**src/rtl/mac_tile_engine_pkg.sv**
```systemverilog
// Shared types and helpers for the MAC tile engine: FSM encoding, width math, saturation.
package mac_pkg;
  typedef enum logic [2:0] {IDLE, CHKERR, LDW, LDI, MAC, WR, FIN} state_t;

  function automatic int clog2(input int v);
    int r;
    r = 0;
    while ((1 << r) < v) r++;
    return r;
  endfunction

  // Full-precision accumulator: product width plus one bit per doubling of terms.
  function automatic int accw(input int dw, input int lanes);
    return 2 * dw + clog2(lanes);
  endfunction

  function automatic logic signed [63:0] sat(input logic signed [63:0] acc, input int dw);
    logic signed [63:0] hi, lo;
    hi = (64'sd1 <<< (dw - 1)) - 64'sd1;
    lo = -(64'sd1 <<< (dw - 1));
    if (acc > hi) return hi;
    if (acc < lo) return lo;
    return acc;
  endfunction
endpackage

```
**src/rtl/mac_tile_engine_if.sv**
```systemverilog
// Memory-side bus of the MAC tile engine: I/W read ports and O write port.
interface mac_mem_if #(
  parameter int DW    = 16,
  parameter int LANES = 4,
  parameter int AW_I  = 3,
  parameter int AW_W  = 3,
  parameter int AW_O  = 4
);
  logic                  EN_I;
  logic [AW_I-1:0]       ADDR_I;
  logic [LANES*DW-1:0]   RDATA_I;
  logic                  EN_W;
  logic [AW_W-1:0]       ADDR_W;
  logic [LANES*DW-1:0]   RDATA_W;
  logic                  EN_O;
  logic                  RW_O;
  logic [AW_O-1:0]       ADDR_O;
  logic [LANES*DW-1:0]   WDATA_O;

  modport master (output EN_I, ADDR_I, EN_W, ADDR_W, EN_O, RW_O, ADDR_O, WDATA_O,
                  input  RDATA_I, RDATA_W);
  modport slave  (input  EN_I, ADDR_I, EN_W, ADDR_W, EN_O, RW_O, ADDR_O, WDATA_O,
                  output RDATA_I, RDATA_W);
endinterface

```
**src/rtl/mac_tile_engine_lane.sv**
```systemverilog
// One output lane: signed MAC with clear-on-first and a wrap/saturate output stage.
module mac_lane
  import mac_pkg::*;
#(
  parameter int DW   = 16,
  parameter int ACCW = 34
) (
  input  logic                 CLK,
  input  logic                 RSTN,
  input  logic                 en,
  input  logic                 first,
  input  logic                 mode,
  input  logic signed [DW-1:0] a,
  input  logic signed [DW-1:0] b,
  output logic        [DW-1:0] y
);
  logic signed [ACCW-1:0] acc;
  logic signed [2*DW-1:0] prod;

  assign prod = (2*DW)'(a) * (2*DW)'(b);

  always_ff @(posedge CLK or negedge RSTN)
    if (!RSTN)   acc <= '0;
    else if (en) acc <= (first ? '0 : acc) + ACCW'(prod);

  assign y = mode ? DW'(sat(64'(acc), DW)) : acc[DW-1:0];
endmodule

```
**src/rtl/mac_tile_engine.sv**
```systemverilog
// O = I x W tile engine: caches W rows, streams I rows through LANES parallel MACs.
module mac_tile_engine
  import mac_pkg::*;
#(
  parameter int DW    = 16,
  parameter int LANES = 4,
  parameter int MAX_M = 8,
  parameter int AW_I  = 3,
  parameter int AW_W  = 3,
  parameter int AW_O  = 4
) (
  input  logic        CLK,
  input  logic        RSTN,
  input  logic        START,
  input  logic [11:0] MNT,
  input  logic        MODE,
  output logic        BUSY,
  output logic        DONE,
  output logic        ERR,
  mac_mem_if.master   mem
);
  localparam int ACCW = accw(DW, LANES);
  typedef logic [LANES-1:0][DW-1:0] row_t;

  state_t        state, nxt;
  logic [3:0]    m_q, n_q, t_q, row, cnt;
  logic          mode_q, dim_bad, lane_en, first;
  row_t          wc [LANES];
  row_t          irow_q, irow, rdw, wmask, wdata, lane_y, b_sel;
  logic [DW-1:0] a_sel;

  assign dim_bad = (MNT[11:8] == 4'd0) || (MNT[7:4] == 4'd0) || (MNT[3:0] == 4'd0) ||
                   (int'(MNT[11:8]) > MAX_M) || (int'(MNT[7:4]) > LANES) ||
                   (int'(MNT[3:0]) > LANES);

  assign rdw  = mem.RDATA_W;
  assign irow = (cnt == 4'd0) ? row_t'(mem.RDATA_I) : irow_q;

  // Operand k of the current term: one element of the I row, one cached W row.
  always_comb begin
    a_sel = '0;
    b_sel = '0;
    for (int j = 0; j < LANES; j++)
      if (cnt == 4'(j)) begin
        a_sel = irow[j];
        b_sel = wc[j];
      end
  end

  for (genvar t = 0; t < LANES; t++) begin : g_lane
    mac_lane #(.DW(DW), .ACCW(ACCW)) u_lane (
      .CLK  (CLK),
      .RSTN (RSTN),
      .en   (lane_en),
      .first(first),
      .mode (mode_q),
      .a    (a_sel),
      .b    (b_sel[t]),
      .y    (lane_y[t])
    );
    assign wmask[t] = (4'(t) < t_q) ? rdw[t]    : '0;
    assign wdata[t] = (4'(t) < t_q) ? lane_y[t] : '0;
  end

  always_ff @(posedge CLK or negedge RSTN)
    if (!RSTN) state <= IDLE;
    else       state <= nxt;

  always_comb begin
    nxt         = state;
    BUSY        = (state != IDLE);
    DONE        = 1'b0;
    ERR         = 1'b0;
    lane_en     = 1'b0;
    first       = 1'b0;
    mem.EN_I    = 1'b0;
    mem.ADDR_I  = '0;
    mem.EN_W    = 1'b0;
    mem.ADDR_W  = '0;
    mem.EN_O    = 1'b0;
    mem.RW_O    = 1'b0;
    mem.ADDR_O  = '0;
    mem.WDATA_O = '0;
    case (state)
      IDLE:   if (START) nxt = dim_bad ? CHKERR : LDW;
      CHKERR: begin DONE = 1'b1; ERR = 1'b1; nxt = IDLE; end
      LDW: begin
        if (cnt < n_q) begin
          mem.EN_W   = 1'b1;
          mem.ADDR_W = AW_W'(cnt);
        end
        if (cnt == n_q) nxt = LDI;
      end
      LDI: begin mem.EN_I = 1'b1; mem.ADDR_I = AW_I'(row); nxt = MAC; end
      MAC: begin
        lane_en = 1'b1;
        first   = (cnt == 4'd0);
        if (cnt == n_q - 4'd1) nxt = WR;
      end
      WR: begin
        mem.EN_O    = 1'b1;
        mem.RW_O    = 1'b1;
        mem.ADDR_O  = AW_O'(row);
        mem.WDATA_O = wdata;
        nxt         = (row == m_q - 4'd1) ? FIN : LDI;
      end
      FIN:     begin DONE = 1'b1; nxt = IDLE; end
      default: nxt = IDLE;
    endcase
  end

  always_ff @(posedge CLK or negedge RSTN)
    if (!RSTN) begin
      m_q <= '0; n_q <= '0; t_q <= '0; mode_q <= 1'b0;
      row <= '0; cnt <= '0; irow_q <= '0;
      for (int j = 0; j < LANES; j++) wc[j] <= '0;
    end else begin
      case (state)
        IDLE: if (START) begin
          m_q <= MNT[11:8]; n_q <= MNT[7:4]; t_q <= MNT[3:0]; mode_q <= MODE;
          cnt <= '0; row <= '0;
        end
        // Read data for W row cnt-1 lands one cycle after its address.
        LDW: begin
          for (int j = 0; j < LANES; j++)
            if (cnt == 4'(j + 1)) wc[j] <= wmask;
          cnt <= (cnt == n_q) ? 4'd0 : cnt + 4'd1;
        end
        MAC: begin
          if (cnt == 4'd0) irow_q <= mem.RDATA_I;
          cnt <= (cnt == n_q - 4'd1) ? 4'd0 : cnt + 4'd1;
        end
        WR:      row <= row + 4'd1;
        default: ;
      endcase
    end
endmodule
```
**src/flat_wrapper.sv**
```systemverilog
// flat-port wrapper written by rule: the top's interface ports become plain ports
module mac_tile_engine_flat import mac_pkg::*;
#(
  parameter int DW    = 16,
  parameter int LANES = 4,
  parameter int MAX_M = 8,
  parameter int AW_I  = 3,
  parameter int AW_W  = 3,
  parameter int AW_O  = 4
)
  (CLK, RSTN, START, MNT, MODE, BUSY, DONE, ERR, mem_EN_I, mem_ADDR_I, mem_EN_W, mem_ADDR_W, mem_EN_O, mem_RW_O, mem_ADDR_O, mem_WDATA_O, mem_RDATA_I, mem_RDATA_W);
  mac_mem_if #(.DW(DW), .LANES(LANES), .AW_I(AW_I), .AW_W(AW_W), .AW_O(AW_O)) mem_i ();
  input  logic CLK;
  input  logic RSTN;
  input  logic START;
  input  logic [11:0] MNT;
  input  logic MODE;
  output logic BUSY;
  output logic DONE;
  output logic ERR;
  output wire logic [$bits(mem_i.EN_I)-1:0] mem_EN_I;
  output wire logic [$bits(mem_i.ADDR_I)-1:0] mem_ADDR_I;
  output wire logic [$bits(mem_i.EN_W)-1:0] mem_EN_W;
  output wire logic [$bits(mem_i.ADDR_W)-1:0] mem_ADDR_W;
  output wire logic [$bits(mem_i.EN_O)-1:0] mem_EN_O;
  output wire logic [$bits(mem_i.RW_O)-1:0] mem_RW_O;
  output wire logic [$bits(mem_i.ADDR_O)-1:0] mem_ADDR_O;
  output wire logic [$bits(mem_i.WDATA_O)-1:0] mem_WDATA_O;
  input wire logic [$bits(mem_i.RDATA_I)-1:0] mem_RDATA_I;
  input wire logic [$bits(mem_i.RDATA_W)-1:0] mem_RDATA_W;
  assign mem_EN_I = mem_i.EN_I;
  assign mem_ADDR_I = mem_i.ADDR_I;
  assign mem_EN_W = mem_i.EN_W;
  assign mem_ADDR_W = mem_i.ADDR_W;
  assign mem_EN_O = mem_i.EN_O;
  assign mem_RW_O = mem_i.RW_O;
  assign mem_ADDR_O = mem_i.ADDR_O;
  assign mem_WDATA_O = mem_i.WDATA_O;
  assign mem_i.RDATA_I = mem_RDATA_I;
  assign mem_i.RDATA_W = mem_RDATA_W;
  mac_tile_engine #(.DW(DW), .LANES(LANES), .MAX_M(MAX_M), .AW_I(AW_I), .AW_W(AW_W), .AW_O(AW_O)) u_core (.CLK(CLK), .RSTN(RSTN), .START(START), .MNT(MNT), .MODE(MODE), .BUSY(BUSY), .DONE(DONE), .ERR(ERR), .mem(mem_i));
endmodule
```
**config.mk**
```make
export PLATFORM = sky130hd
export DESIGN_NAME = mac_tile_engine_flat
export DESIGN_NICKNAME = d
export VERILOG_FILES = /design/src/rtl/mac_tile_engine_pkg.sv /design/src/rtl/mac_tile_engine_if.sv /design/src/rtl/mac_tile_engine_lane.sv /design/src/rtl/mac_tile_engine.sv /design/src/flat_wrapper.sv
export SDC_FILE = /design/constraint.sdc
export NUM_CORES = 2
export LEC_CHECK = 0
export CAP_MARGIN = 40
export CORE_UTILIZATION = 25
export CTS_CLUSTER_DIAMETER = 30
export DETAILED_ROUTE_END_ITERATION = 8
export SLEW_MARGIN = 25
export SYNTH_ARGS = -nofsm -noshare
export SYNTH_HDL_FRONTEND = slang
export SYNTH_SLANG_ARGS = --single-unit
```
**constraint.sdc**
```tcl
create_clock -name CLK -period 12 [get_ports CLK]
set_clock_uncertainty 0.15 [all_clocks]
set_input_delay 2.4 -clock CLK [delete_from_list [all_inputs] [get_ports CLK]]
set_output_delay 2.4 -clock CLK [all_outputs]
set_load 0.1 [all_outputs]
```
=== After elaboration in Yosys (flattened, before gate mapping) ===
Index checks and enable logic that the tools add are counted.

* Output and inout bits: 81
* Flip-flop bits (word level): 480
* Input port bits: 144

* $mul: 4
* $add $sub $neg: 8
* Equal/unequal tests: 16
* $lt $le $gt $ge: 16
* Reductions and logical operators: 22
* Mux-type cells: 77

{| class="wikitable"
|+ Operator list
! kind !! count
|-
| $mux W16 || 32
|-
| $mux W64 || 6
|-
| $add A34 B34 Y34 || 4
|-
| $gt A34 B16 Y1 const B || 4
|-
| $lt A34 B16 Y1 const B || 4
|-
| $mux W34 || 4
|-
| $mul A16 B16 Y32 || 4
|-
| $mux W3 || 7
|-
| $mux W1 || 20
|-
| $logic_not A4 Y1 || 4
|-
| $mux W4 || 4
|-
| $pmux W3 S5 || 1
|-
| $reduce_and A2 Y1 || 7
|-
| $eq A4 B4 Y1 || 3
|-
| $pmux W4 S3 || 1
|-
| $eq A3 B3 Y1 const B || 3
|-
| $add A4 B1 Y4 const B || 2
|-
| $eq A4 B2 Y1 const B || 2
|-
| $gt A4 B3 Y1 const B || 2
|-
| $lt A1 B4 Y1 const A || 2
|-
| $lt A2 B4 Y1 const A || 2
|-
| $pmux W4 S2 || 1
|-
| $sub A4 B1 Y4 const B || 2
|-
| $eq A3 B2 Y1 const B || 2
|-
| other kinds (14) || 20
|}

=== Logic depth before layout (Yosys ltp) ===
* Word-level depth: 9
* Depth in mapped cells: 48

=== Cells and area by module ===
From an unflattened synthesis, not the netlist that was laid out.

* Cells, all modules: 7634
* Area total of the unflattened synthesis: 68386.8 sq um

{| class="wikitable"
|+ By module, submodules not included
! module !! area each (sq um) !! cells an instance !! instances
|-
| mac_tile_engine || 15707.6 || 1681 || 1
|-
| mac_lane (u_core.g_lane[1].u_lane) || 13196.4 || 1499 || 1
|-
| mac_lane (u_core.g_lane[3].u_lane) || 13170.1 || 1478 || 1
|-
| mac_lane (u_core.g_lane[2].u_lane) || 13166.4 || 1487 || 1
|-
| mac_lane (u_core.g_lane[0].u_lane) || 13146.4 || 1489 || 1
|}

=== Least setup slack after synthesis ===
Ideal clock, no wire load.

* Path kind: input port to flip-flop
* From: input port mem_RDATA_I[21]
* To: register u_core.g_lane[1].u_lane.acc[33]
* Arrival: 10.875 ns
* Path buffers: 2
* Cell stages on the path: 39
* Required time: 11.730 ns
* Setup time: 0.120 ns
* Slack: 0.855 ns
* Path through: mux2_2 > a221oi_1 > a21o_1 > o22a_1 > clkbuf_1 > clkbuf_1 > nor2_1 > fa_1 > inv_1 > fa_1 > inv_1 > fa_1 > fa_1 > fa_1 > inv_1 > fa_1 > inv_1 > ha_1 > (+3 left out) > or3_1 > a21oi_1 > nor4_1 > or3_1 > a21oi_1 > o21ai_0 > a21oi_1 > xnor2_1 > ha_1 > a21o_1 > a21o_1 > a21oi_1 > nand2_1 > o2111ai_1 > nand2_1 > a311o_2 > a31o_1 > o211a_1

* Longest elaborated chain between the ends: 6

{| class="wikitable"
|+ RTL lines
! what !! line !! text
|-
| start, declared || flat_wrapper.sv:29 || <nowiki>input wire logic [$bits(mem_i.RDATA_I)-1:0] mem_RDATA_I;</nowiki>
|-
| $mux W64 || -- ||
|-
| $mux W16 (3 in series) || mac_tile_engine.sv:44 || <nowiki>if (cnt == 4'(j)) begin</nowiki>
|-
| $mul A16 B16 Y32 || mac_tile_engine_lane.sv:20 || <nowiki>assign prod = (2*DW)'(a) * (2*DW)'(b);</nowiki>
|-
| $add A34 B34 Y34 || mac_tile_engine_lane.sv:24 || <nowiki>else if (en) acc <= (first ? '0 : acc) + ACCW'(prod);</nowiki>
|-
| end signal, assigned || mac_tile_engine_lane.sv:24 ||
|-
| end, declared || mac_tile_engine_lane.sv:17 || <nowiki>logic signed [ACCW-1:0] acc;</nowiki>
|}

Every way passes these cells.
A chain may end at the register's enable or synchronous reset.

=== Final worst setup path ===
* From: input port mem_RDATA_I[24]
* To: register u_core.g_lane[0].u_lane.acc[33]

* Longest elaborated chain between the ends: 6

{| class="wikitable"
|+ RTL lines
! what !! line
|-
| $mux W64 || --
|-
| $mux W16 (3 in series) || mac_tile_engine.sv:44
|-
| $mul A16 B16 Y32 || mac_tile_engine_lane.sv:20
|-
| $add A34 B34 Y34 || mac_tile_engine_lane.sv:24
|-
| end signal, assigned || mac_tile_engine_lane.sv:24
|-
| end, declared || mac_tile_engine_lane.sv:17
|}

Every way passes these cells.

==> flow_summary.yaml <==
finish:
  seqCellArea_mm2: 0.0116
  finalNonFillerCells: 11800
  area_growth_syn_to_layout_pct: 22.2
  multiInputGateArea_mm2: 0.0494
  nNetsFinal: 9852
  fill_cells: 27800
  layout-drive-gt1-share: 0.0923
synth:
  ys_seq_area_frac: 0.174
  synth_nets: 9487
  synth_area_mm2: 0.0669
  ys_types: 93
  async_flop_share: 1.00
  ys_ff_latch: 464
  syn_inst: 7824
  syn_avg_cell_area_um2: 8.55
  ys_warn_count: 0
  synth_edf_count: 0
  synth_ff_type: "dfrtp_1"
drt:
  final_antenna_net_count: 0
  drc: 12
  route.vias.total: 54600
  viasPerCell: 4.62
  wl_per_cell_um: 17.9
  wirelength_um: 212000
  drt-initial-drc-count: 4022
  drt_first_pass_iters: 8
timing:
  drv_slew: 0
  setup_ws_ns: 0.651
  tightest_slew_ns: 0.942
  hold_viol: 0
  final.period_utilization: 0.946
  slew_headroom: 0.372
  rsz0062_at_grt: "false"
  fin_setup_tns_ns: 0
  max_freq_ghz: 0.0881
  min_period_ns: 11.35
  setup-violations-final: 0
  hold-worst-slack_ns: 0.320
run:
  maxCapViolCount: 0
cts:
  cts_root_buf: "clkbuf_16"
  path_clk_slew_ns: 0.04
  cts_tree: "done"
  hold_buffers: 0
  clk_latency_ns: 0.79
  cts_setup_buffers: 0
  htreeDepth: 4
  cts_buffers: 139
  clock-sinks: 464
  cts_buffer_depth: 3
  ctsResizeCount: 0
global_route:
  grt-ovfl-total: 0
  grt_pass1_wl_um: 332000
  grtUsageTotal: 0.158
  grt_max_degree: 143
  antenna_found_initial: 8
  grt_pass1_vias: 56300
placed_design:
  port_buffers: 224
  dp_hpwl_um: 165000
  dp_cells: 11600
  pre_cts_ws_ns: -0.00833
  gp_congestion: 0.906
floorplan:
  num_rows: 189
  die_h_um: 519
  die_x_um: 519
  io_pins: 225
  coreArea_mm2: 0.266
  start_util: 0.252
  design.die.area_mm2: 0.270
setup_path:
  arrival_ns: 11.82
  slowest_stage: "o32ai_4"
  cpPeakStageDelay_ns: 0.62
  end_kind: "flip-flop"
  worst_setup_path_start_kind: "input pin"
  cp_max_fo: 26
  path_common_cell: "fa_1"
  crit_type: "input pin to flip-flop"
  required_ns: 12.47
min_path:
  min_path_type: "flip-flop to flip-flop"
outcome:
  status: "finished, violations left"
  failed_checks: "DRC"
[routing by layer]
metal	vias up	wire length [um]	GRT usage
li1	25400	-	-
met1	27100	95000	0.218
met2	1840	94900	0.251
met3	327	15800	0.0306
met4	2	6090	0.0459
met5	-	13	0
[worst max-delay path, delay by kind of cell]
family          cells  cell delay [ns]
fa+ha+maj           8             3.60
compound gates     11             3.04
buf+inv             6             1.36
simple gates        7             0.86
mux                 2             0.36
xor+xnor            1             0.14
[path summary, 6_finish.rpt]
| path | cells after the start | endpoint | slack (ns) | start |
|---|---|---|---|---|
| max | 35 | u_core.g_lane[0].u_lane.acc[33]$_DFFE_PN0P_ | 0.65 | mem_RDATA_I[24] |
| min | 2 | u_core.irow_q[58]$_DFFE_PN0P_ | 0.32 | u_core.irow_q[58]$_DFFE_PN0P_ |
| max reg2reg | 39 | u_core.g_lane[0].u_lane.acc[33]$_DFFE_PN0P_ | 1.13 | u_core.cnt[0]$_DFFE_PN0P_ |
| min reg2reg | 2 | u_core.irow_q[58]$_DFFE_PN0P_ | 0.32 | u_core.irow_q[58]$_DFFE_PN0P_ |
| max in group asynchronous | 4 | u_core.g_lane[2].u_lane.acc[10]$_DFFE_PN0P_ | 8.23 | RSTN |
| min in group asynchronous | 1 | u_core.g_lane[0].u_lane.acc[21]$_DFFE_PN0P_ | 1.52 | RSTN |
[cell usage after synthesis, drive strengths merged (12+ instances only)]
master	number	area (um^2)
a221oi	66	578
a211oi	37	303
o31ai	32	250
fa	1052	21100
nand4	31	194
and2	200	1250
xnor2	187	1640
nor3	53	270
nor2	640	2400
a21o	116	872
nor2b	37	231
dfrtp	464	11600
nand3	48	240
mux2i	67	671
ha	467	5840
nor4	23	150
xor2	75	664
a21oi	287	1440
o21a	35	263
or2	40	250
clkbuf	334	1250
or3	23	149
and3	22	138
a31oi	18	119
nand2	1364	5120
o22a	12	105
o21bai	39	293
inv	1287	4830
o211ai	13	108
buf	38	170
a221o	14	140
mux2	21	236
o21ai	496	2480
nand2b	51	319
o22ai	12	75.1
[placed cells by master, fill, tap and decap left out, types with 55 or more instances in the layout]
master	n
a21o_1	115
a21oi_1	275
a221oi_1	66
and2_1	197
buf_4	258
buf_8	55
clkbuf_16	139
clkdlybuf4s50_1	219
dfrtp_1	464
fa_1	1052
ha_1	466
inv_1	1287
mux2i_1	65
nand2_1	1357
nor2_1	638
o21ai_0	477
xnor2_1	187
xor2_1	74
[final cells by class]
cell class / instances / share of cell area
antenna: 3 / 0.0000919
sequential: 464 / 0.142
inverter: 1288 / 0.0592
clock inverter: 62 / 0.0128
multi-input combinational: 5700 / 0.605
timing repair buffer: 596 / 0.0776
clock buffer: 190 / 0.0492
tap: 3533 / 0.0541
[kinds of logic after synthesis]
kind of cell,count (synthesis),share of synthesized area
adders and majority gates,1523,0.403
AOI/OAI and AO/OA,1263,0.118
xor gates and xnor gates,262,0.0344
muxes,88,0.0136
buffers and inverters,1660,0.0936
and+or+nand+nor,2564,0.164
DFF,464,0.174
[stage by stage]
| stage | util | cell area (um^2) |
|---|---|---|
| 6_report | 0.308 | 81700 |
| 5_1_grt | 0.308 | 81700 |
| 4_1_cts | 0.307 | 81500 |
| 3_5_place_dp | 0.288 | 76400 |
| 3_3_place_gp | 0.282 | 74800 |
| 2_1_floorplan | - | 66900 |
[sequential cells by signal, summed over array words and instances (netlist names)]
| name | flops |
|---|---|
| u_core.cnt | 4 |
| u_core.g_lane.u_lane.acc | 136 |
| u_core.irow_q | 48 |
| u_core.m_q | 4 |
| u_core.mode_q | 1 |
| u_core.n_q | 4 |
| u_core.row | 4 |
| u_core.state | 3 |
| u_core.t_q | 4 |
| u_core.wc | 256 |
Power is not shown: default switching activity piles up to over one toggle a cycle in this logic, so the estimate is an artifact.
